## src/rtl/psk_tx_pkg.sv

```systemverilog
// Shared definitions for the BPSK/QPSK transmit path: per-byte symbol counts,
// the differential-phase to I/Q sign lookup, and the QPSK phase-increment table.
package psk_tx_pkg;

  localparam logic [3:0] BPSK_SYMS = 4'd8;
  localparam logic [3:0] QPSK_SYMS = 4'd4;

  // Phase (units of 90 degrees) to {negate_i, negate_q}.
  function automatic logic [1:0] phase_signs(input logic [1:0] p);
    logic [1:0] s;
    case (p)
      2'd0:    s = 2'b00;
      2'd1:    s = 2'b10;
      2'd2:    s = 2'b11;
      default: s = 2'b01;
    endcase
    return s;
  endfunction

  // Gray-ordered dibit to phase increment: 00->0, 01->1, 11->2, 10->3.
  function automatic logic [1:0] qpsk_inc(input logic [1:0] dibit);
    logic [1:0] inc;
    case (dibit)
      2'b00:   inc = 2'd0;
      2'b01:   inc = 2'd1;
      2'b11:   inc = 2'd2;
      default: inc = 2'd3;
    endcase
    return inc;
  endfunction

endpackage

```

## src/rtl/psk_diff_encoder.sv

```systemverilog
// Differential encoder for the PSK mapper. Holds the BPSK previous bit and the
// QPSK phase state; produces the I/Q sign for the symbol being emitted and
// advances its state only when a data symbol is actually sent.
module psk_diff_encoder
  import psk_tx_pkg::*;
(
  input  logic       clk,
  input  logic       rst,
  input  logic       advance,
  input  logic       bpsk,
  input  logic [1:0] bits,
  output logic       neg_i,
  output logic       neg_q
);

  logic       d_prev;
  logic [1:0] p;
  logic       d;
  logic [1:0] p_next;
  logic [1:0] signs;

  // Next encoded state and the signs it maps to; BPSK bit arrives in bits[1].
  always_comb begin
    d      = bits[1] ^ d_prev;
    p_next = p + qpsk_inc(bits);
    signs  = phase_signs(p_next);
    neg_i  = bpsk ? d : signs[1];
    neg_q  = bpsk ? 1'b0 : signs[0];
  end

  // State updates only on emitted data symbols; zero symbols leave it alone.
  always_ff @(posedge clk) begin
    if (rst) begin
      d_prev <= 1'b0;
      p      <= 2'd0;
    end else if (advance) begin
      if (bpsk) d_prev <= d;
      else      p      <= p_next;
    end
  end

endmodule

```

## src/rtl/psk_symbol_mapper.sv

```systemverilog
// BPSK/QPSK symbol mapper. Bytes are buffered, serialised MSB-first into 1- or
// 2-bit symbols, mapped to signed I/Q levels and held for SPS clocks each.
// Optional build macro PSK_MAPPER_DIFF_EN enables differential encoding.
//
// Input handshake: a byte is transferred on a clk edge where in_tvalid and
// in_tready are both high; in_tready depends only on registered state and rst.
module psk_symbol_mapper
  import psk_tx_pkg::*;
#(
  parameter int WIDTH    = 16,
  parameter int SPS      = 8,
  parameter int AMP      = 16384,
  parameter int AMP_QPSK = 11585
) (
  input  logic             clk,
  input  logic             rst,
  input  logic             is_bpsk,
  input  logic [7:0]       in_tdata,
  input  logic             in_tvalid,
  output logic             in_tready,
  output logic [WIDTH-1:0] out_I_tdata,
  output logic             out_I_tvalid,
  output logic [WIDTH-1:0] out_Q_tdata,
  output logic             out_Q_tvalid,
  output logic             symbol_start,
  output logic             underflow,
  output logic             is_bpsk_latched
);

  localparam int CW = (SPS > 1) ? $clog2(SPS) : 1;
  localparam logic [CW-1:0] CNT_LAST = CW'(SPS - 1);
  localparam logic [WIDTH-1:0] LVL_BP = WIDTH'(AMP);
  localparam logic [WIDTH-1:0] LVL_BN = WIDTH'(-AMP);
  localparam logic [WIDTH-1:0] LVL_QP = WIDTH'(AMP_QPSK);
  localparam logic [WIDTH-1:0] LVL_QN = WIDTH'(-AMP_QPSK);

  logic [7:0]       buf_data;
  logic             buf_full;
  logic [7:0]       sh;
  logic [3:0]       sh_left;
  logic             sh_bpsk;
  logic [CW-1:0]    cnt;
  logic             tvalid;
  logic             last_data;

  logic             hs;
  logic             boundary;
  logic             load;
  logic             emit;
  logic             sym_bpsk;
  logic [1:0]       bits;
  logic             neg_i;
  logic             neg_q;
  logic [WIDTH-1:0] lvl_i;
  logic [WIDTH-1:0] lvl_q;

  assign in_tready       = !buf_full && !rst;
  assign hs              = in_tvalid && in_tready;
  assign boundary        = (cnt == CNT_LAST);
  assign out_I_tvalid    = tvalid;
  assign out_Q_tvalid    = tvalid;
  assign is_bpsk_latched = sh_bpsk;

  // Pick the symbol source for the next boundary: shift register first, then
  // a fresh load from the buffer (mode sampled now), otherwise a zero symbol.
  always_comb begin
    load     = 1'b0;
    emit     = 1'b0;
    sym_bpsk = sh_bpsk;
    bits     = 2'b00;
    if (sh_left != 4'd0) begin
      emit = 1'b1;
      bits = sh_bpsk ? {sh[7], 1'b0} : sh[7:6];
    end else if (buf_full) begin
      load     = 1'b1;
      emit     = 1'b1;
      sym_bpsk = is_bpsk;
      bits     = is_bpsk ? {buf_data[7], 1'b0} : buf_data[7:6];
    end
  end

`ifdef PSK_MAPPER_DIFF_EN
  psk_diff_encoder u_diff (
    .clk     (clk),
    .rst     (rst),
    .advance (boundary && emit),
    .bpsk    (sym_bpsk),
    .bits    (bits),
    .neg_i   (neg_i),
    .neg_q   (neg_q)
  );
`else
  assign neg_i = bits[1];
  assign neg_q = bits[0];
`endif

  // Map the chosen symbol's signs onto signed I/Q levels (bit 1 means negative).
  always_comb begin
    lvl_i = '0;
    lvl_q = '0;
    if (emit) begin
      if (sym_bpsk) begin
        lvl_i = neg_i ? LVL_BN : LVL_BP;
      end else begin
        lvl_i = neg_i ? LVL_QN : LVL_QP;
        lvl_q = neg_q ? LVL_QN : LVL_QP;
      end
    end
  end

  // Buffer, shift register, symbol timing and output registers.
  always_ff @(posedge clk) begin
    if (rst) begin
      buf_data     <= '0;
      buf_full     <= 1'b0;
      sh           <= '0;
      sh_left      <= '0;
      sh_bpsk      <= 1'b1;
      cnt          <= CNT_LAST;
      tvalid       <= 1'b0;
      last_data    <= 1'b0;
      out_I_tdata  <= '0;
      out_Q_tdata  <= '0;
      symbol_start <= 1'b0;
      underflow    <= 1'b0;
    end else begin
      symbol_start <= boundary;
      underflow    <= 1'b0;
      if (hs) begin
        buf_data <= in_tdata;
        buf_full <= 1'b1;
      end
      if (boundary) begin
        cnt         <= '0;
        tvalid      <= 1'b1;
        out_I_tdata <= lvl_i;
        out_Q_tdata <= lvl_q;
        last_data   <= emit;
        underflow   <= !emit && last_data;
        if (load) begin
          sh       <= is_bpsk ? {buf_data[6:0], 1'b0} : {buf_data[5:0], 2'b00};
          sh_left  <= (is_bpsk ? BPSK_SYMS : QPSK_SYMS) - 4'd1;
          sh_bpsk  <= is_bpsk;
          buf_full <= 1'b0;
        end else if (sh_left != 4'd0) begin
          sh      <= sh_bpsk ? {sh[6:0], 1'b0} : {sh[5:0], 2'b00};
          sh_left <= sh_left - 4'd1;
        end
      end else begin
        cnt <= cnt + 1'b1;
      end
    end
  end

endmodule

```

## config.mk

```make
export PLATFORM = sky130hd
export DESIGN_NAME = psk_symbol_mapper
export DESIGN_NICKNAME = d
export VERILOG_FILES = /design/src/rtl/psk_tx_pkg.sv /design/src/rtl/psk_diff_encoder.sv /design/src/rtl/psk_symbol_mapper.sv
export SDC_FILE = /design/constraint.sdc
export NUM_CORES = 1
export LEC_CHECK = 0
export ABC_CLOCK_PERIOD_IN_PS = 2100
export BUFFER_PORTS_ARGS = -buffer_cell sky130_fd_sc_hd__buf_2
export CORE_UTILIZATION = 45
export CTS_CLUSTER_SIZE = 12
export DETAILED_ROUTE_END_ITERATION = 7
export PLACE_DENSITY = 0.7
export SYNTH_ARGS = -nofsm -noshare
export SYNTH_HDL_FRONTEND = slang
export SYNTH_SLANG_ARGS = --single-unit
export TNS_END_PERCENT = 20
```

## constraint.sdc

```tcl
create_clock -name clk -period 2.1 [get_ports clk]
set_input_delay 0.315 -clock clk [delete_from_list [all_inputs] [get_ports clk]]
set_output_delay 0.315 -clock clk [all_outputs]
set_load 0.02 [all_outputs]
```

* After elaboration in Yosys (flattened, before gate mapping)
Cells that the tools add are included.
** Cells by class
- Add/subtract/negate cells :: 3
- Multipliers :: 0
- Divide/modulo/power cells :: 0
- $lt $le $gt $ge :: 0
- Eq/ne operators :: 1
- Shift-type cells :: 0
- Multiplexer cells :: 27
- Bitwise logic cells :: 1
- Reduce and logical (&&, ||, !) cells :: 11
** Operators by type and width (count)
- $mux 16 :: 7
- $mux 8 :: 4
- $mux 4 :: 3
- $mux 1 :: 10
- $sub 4x1->4 const B :: 2
- $mux 2 :: 2
- $reduce_and 2->1 :: 2
- $reduce_bool 4->1 :: 1
- $add 3x1->3 const B :: 1
- $eq 3x3->1 const B :: 1
- $logic_and 1x1->1 :: 3
- $logic_not 1->1 :: 3
- $mux 3 :: 1
- $reduce_bool 2->1 :: 1
- $reduce_or 2->1 :: 1
- $not 1->1 :: 1
** Storage, ports and cells
- Register bits :: 61
- Latch bits :: 0
- RAM bits :: 0
- Memory bits (read-only) :: 0
- Input port bits :: 12
- Output and inout bits :: 38
- Logic and storage cells :: 55
- Memories kept :: 0

* Logic depth before layout (Yosys ltp)
- Word-level depth :: 6
- Mapped depth :: 6
- Mapped depth without buffers :: 6

* Least setup slack after synthesis
OpenSTA, ideal clock, no wires.
- Path kind :: register to register
- Start :: register sh_bpsk, in the netlist is_bpsk_latched
- End :: register sh[5]
- Library setup time :: 69 ps
- Arrival time :: 1543 ps
- Slack :: 488 ps
- Stages on the path, launching flop included :: 6
- Path buffers :: 2
- Period minus slack after synthesis :: 1612 ps
- Path through :: dfxtp_1 clkbuf_1 buf_1 a221oi_1 a311o_1 a21oi_2
** Between the ends
- Cells in the longest elaborated chain, start to end :: 3
** Ends and longest elaborated chain
- from (decl) :: line psk_symbol_mapper.sv:41 : logic sh_bpsk;
- from (signal assigned) :: line psk_symbol_mapper.sv:143 : sh_bpsk <= is_bpsk;
- $mux 8 :: line psk_symbol_mapper.sv:146 : sh <= sh_bpsk ? {sh[6:0], 1'b0} : {sh[5:0], 2'b00};
- $mux 8 :: line psk_symbol_mapper.sv:145 : end else if (sh_left != 4'd0) begin
- $mux 8 :: line psk_symbol_mapper.sv:140 : if (load) begin
- to (signal assigned) :: line psk_symbol_mapper.sv:141 : sh <= is_bpsk ? {buf_data[6:0], 1'b0} : {buf_data[5:0], 2'b00};
- to (signal assigned) :: line psk_symbol_mapper.sv:146
- to (decl) :: line psk_symbol_mapper.sv:39 : logic [7:0] sh;
Every way passes these cells. The select of a mux whose other input is x is not followed.
A chain may end at the register's enable or synchronous reset.

* Worst setup path in the final report
- Start :: register sh_left[0]
- End :: register sh[6]
** Between the ends
- Cells in the longest elaborated chain, start to end :: 4
- Elaborated cells on any way between the ends :: 5
** Ends and longest elaborated chain
- from (decl) :: line psk_symbol_mapper.sv:40 : logic [3:0] sh_left;
- from (signal assigned) :: line psk_symbol_mapper.sv:142 : sh_left <= (is_bpsk ? BPSK_SYMS : QPSK_SYMS) - 4'd1;
- from (signal assigned) :: line psk_symbol_mapper.sv:147 : sh_left <= sh_left - 4'd1;
- $reduce_bool 4->1 (*) :: line psk_symbol_mapper.sv:71, psk_symbol_mapper.sv:145
- $mux 1 :: line psk_symbol_mapper.sv:71 : if (sh_left != 4'd0) begin
- $reduce_bool 2->1 (no line)
- $reduce_and 2->1 (no line)
Every way passes the cells marked *; elsewhere a longest branch is shown, timed or not.

==> metrics.txt <==
CP bufs+invs 0; setup TNS 0 ns; initial core utilization 48.4%; required time of the worst setup path 2.27 ns; Post-Synth Adder-Cell Area 2.04%; WHS Path Cells 3; Worst Path Max Fanout 13; Seq/Total Area, Yosys about two fifths; initial antenna violation count 0; CTS max path bufs 2; worst slew pin tran 0.581 ns; Ys Warns 0; Levels on crit path 4; CTS tree yes; Flop pwr share roughly 38%; Site Rows 22; Clock Root Buffer clkbuf_8; Largest delay share family, worst path simple AND/OR/NAND/NOR gates; Worst setup EP type flop; synthesis-to-layout area growth 8.31%; clock sinks 35; first drt pass iteration count 4; largest family of logic cells by synthesized area simple AND/OR/NAND/NOR gates; R2R depth 4; P per Cell Area between 1000 and 1500 nW/µm²; H-tree depth 2; Final #Nets about 250; Yosys reg bits 35; post-DR wirelength/cell roughly 12 µm; status completed; Max rail drop VDD 0.000541 V; Synth cell types 39; CTS clk-pin slew, worst paths roughly 0.07 ns; syn_nets approximately 230; total chip power 2350 µW; period utilisation layout 78.2%; Hold/Removal Path Class primary input to flop; post-synthesis cell area roughly 1800 µm²; Slew Limit Headroom just over 60%; Final Setup Violations 0; Post-Synth XOR/XNOR Area 0.477%; Async SR Flop Fraction 0%; total number of vias roughly 1.4k; IO Port Bufs just under 50; GRT Total Usage 17.1%; sw frac around two fifths; DIE HEIGHT between 60 and 70 µm; Fmax achieved slightly above 600 MHz; # Max-Cap Violations 0; CP cell instances or4_4 -> o21ai_4 -> a311o_1 -> a21oi_2; Logic pwr share a little over two fifths; kind of critical path flop to flop; Top FF cell, synth dfxtp_1; share of the synthesized area in the top cell type a little under two fifths; DRC 0; P_int 1390 µW; Final ANT Viol Nets 0; core area ~3800 µm²; kind of start point of the critical path flop; Skew-Pair Late Insertion Delay about 0.29 ns; post-layout min period ~1.6 ns; Synth Area per Inst a little under 9 µm²; Post-synth EDFFs 0; full die area 4340 µm²; cts repair resizes 0; ratio of cells with drive above 1 in the final layout 31.9%; final hold slack around 0.26 ns; # diodes 0; Synth Area in Compound Gates 19.8%; worst flop-to-flop path startpoint sh_left[0]; Data arrival, critical path 1.81 ns; largest stage delay on the critical path 0.60 ns; pin count of the biggest net entering global routing 27; switching power 962 µW; top cell type by total area after synthesis dfxtp_1; clock share of power about a fifth; Layout Cells excl Fill 280; Final Core Density a little over half; Via-to-Cell Ratio approximately 5.2; number of top-level pins 50; Clock Skews 0.00863 ns; Hold Buf Count CTS 0; worst hold start in_tdata[2]; final hold vios 0; Final HPWL DP 2340 µm; post-synthesis simple-gate area fraction 20.3%; number of global-route vias before repair between 1k and 1.5k; CP max-delay cell or4_4; total grt overflow 0; post-synthesis mux area share under 10%; Mapped Cells between 200 and 250; RSZ-0062 raised after global routing no; Synth area leaders dfxtp_1 38%, buf_4 11%, nand2_1 5.9%; fin. max-slew vios 0; drt initial violations between 50 and 60; first-pass GRT wire length 5730 µm; Post-CTS Setup Inserts 0; leak pwr 0.000836 µW; Setup crit start sh_left[0]; RePlAce Congestion around 0.75; chip width around 66 µm; Num CTS Buffers 5; final wirelength roughly 3300 µm; # fillers ~380; placed cells 272
## Yosys cell counts (2+ instances only)
library cell,count
nor2_1,15
a221oi_1,5
nand3_1,2
dfxtp_1,35
nor3_1,5
a21oi_1,14
buf_6,2
a31oi_1,2
nand2_1,29
nor3b_1,2
clkbuf_1,10
inv_1,2
a211oi_1,4
ha_1,3
buf_4,27
o21ai_0,3
or2_2,2
mux2i_1,6
a311o_1,5
nand2b_1,7
a311oi_1,2
buf_1,2
a21oi_2,5
nor2b_1,8
## tightest hold or removal path, cell delays in order
cell and delay (ns):
buf_2 0.09, nand2_1 0.05, a21oi_1 0.05
## path summary, 6_finish.rpt
kind | end | slack (ns)
hold / removal | buf_data[2] | 0.26
setup reg to reg | sh[6] | 0.46
setup / recovery | sh[6] | 0.46
hold reg to reg | cnt[0] | 0.44
## cell type report
cell class | count | area [µm²] | share of cell area, %
sequential | 35 | 701 | 35.2
clock buffer | 6 | 72.6 | 3.65
inverter | 2 | 7.51 | 0.377
multi-input combinational | 133 | 855 | 42.9
tap | 48 | 60.1 | 3.02
timing repair buffer | 54 | 283 | 14.2
clock inverter | 2 | 12.5 | 0.629
## registers in the layout, summed over array words and instances (netlist names)
signal           flops
buf_data             8
sh                   7
out_I_tdata          5
sh_left              4
cnt                  3
out_Q_tdata          2
buf_full             1
is_bpsk_latched      1
last_data            1
out_I_tvalid         1
symbol_start         1
underflow            1
## logic make-up after synthesis
kind of cell,count (synthesis)
simple gates,74
compound gates,48
buf+inv,44
flops,35
mux,7
fa+ha+maj,3
xor+xnor,1
## metal layers
layer	global-route usage, %	up-vias	routed length, µm
li1	-	744	-
met1	20.6	642	1570
met2	28.7	54	1520
met3	4.66	7	196
met4	6.52	0	49
met5	0	-	0
## power by group through the flow
stage / combinational, µW / clock (µW) / sequential [µW]
2_1_floorplan: 889 / 0 / 929
3_3_place_gp: 981 / 0 / 898
3_5_place_dp: 990 / 0 / 904
4_1_cts: 994 / 480 / 890
5_1_grt: 1100 / 512 / 910
6_report: 991 / 469 / 889
## stage by stage
step                      worst slack [ns]  cell area, µm²
after detailed placement             0.463            1910
final                                0.458            1990
after CTS                            0.449            1990
after global routing                 0.364            1990
after floorplan                      0.488            1840
after global placement               0.490            1910
## cell usage in the layout, fill, tap and decap left out
| cell | instances |
|---|---|
| clkinvlp_4 | 1 |
| buf_2 | 49 |
| o211a_1 | 1 |
| a211oi_1 | 4 |
| clkinv_2 | 1 |
| nor4_4 | 1 |
| o21ai_4 | 1 |
| o21a_1 | 1 |
| a21oi_1 | 14 |
| o21ai_0 | 3 |
| a311oi_1 | 2 |
| dfxtp_1 | 35 |
| nor2_1 | 15 |
| nor3_1 | 5 |
| a21oi_2 | 5 |
| nor3_2 | 1 |
| o21bai_1 | 1 |
| mux2i_1 | 6 |
| and4_1 | 1 |
| nor2b_1 | 8 |
| clkbuf_1 | 1 |
| a31oi_1 | 2 |
| clkbuf_8 | 5 |
| ha_1 | 3 |
| nor3b_1 | 2 |
| o32a_1 | 1 |
| nand2_1 | 29 |
| nand2b_1 | 7 |
| a2bb2oi_1 | 1 |
| a311o_1 | 5 |
| or4_4 | 1 |
| xnor2_1 | 1 |
| a211oi_2 | 1 |
| a221oi_1 | 5 |
| nand3_1 | 2 |
| or2_2 | 2 |
| o311ai_0 | 1 |
| inv_1 | 2 |
| buf_4 | 5 |
| mux2_2 | 1 |
(Power assumes the default switching activity.)
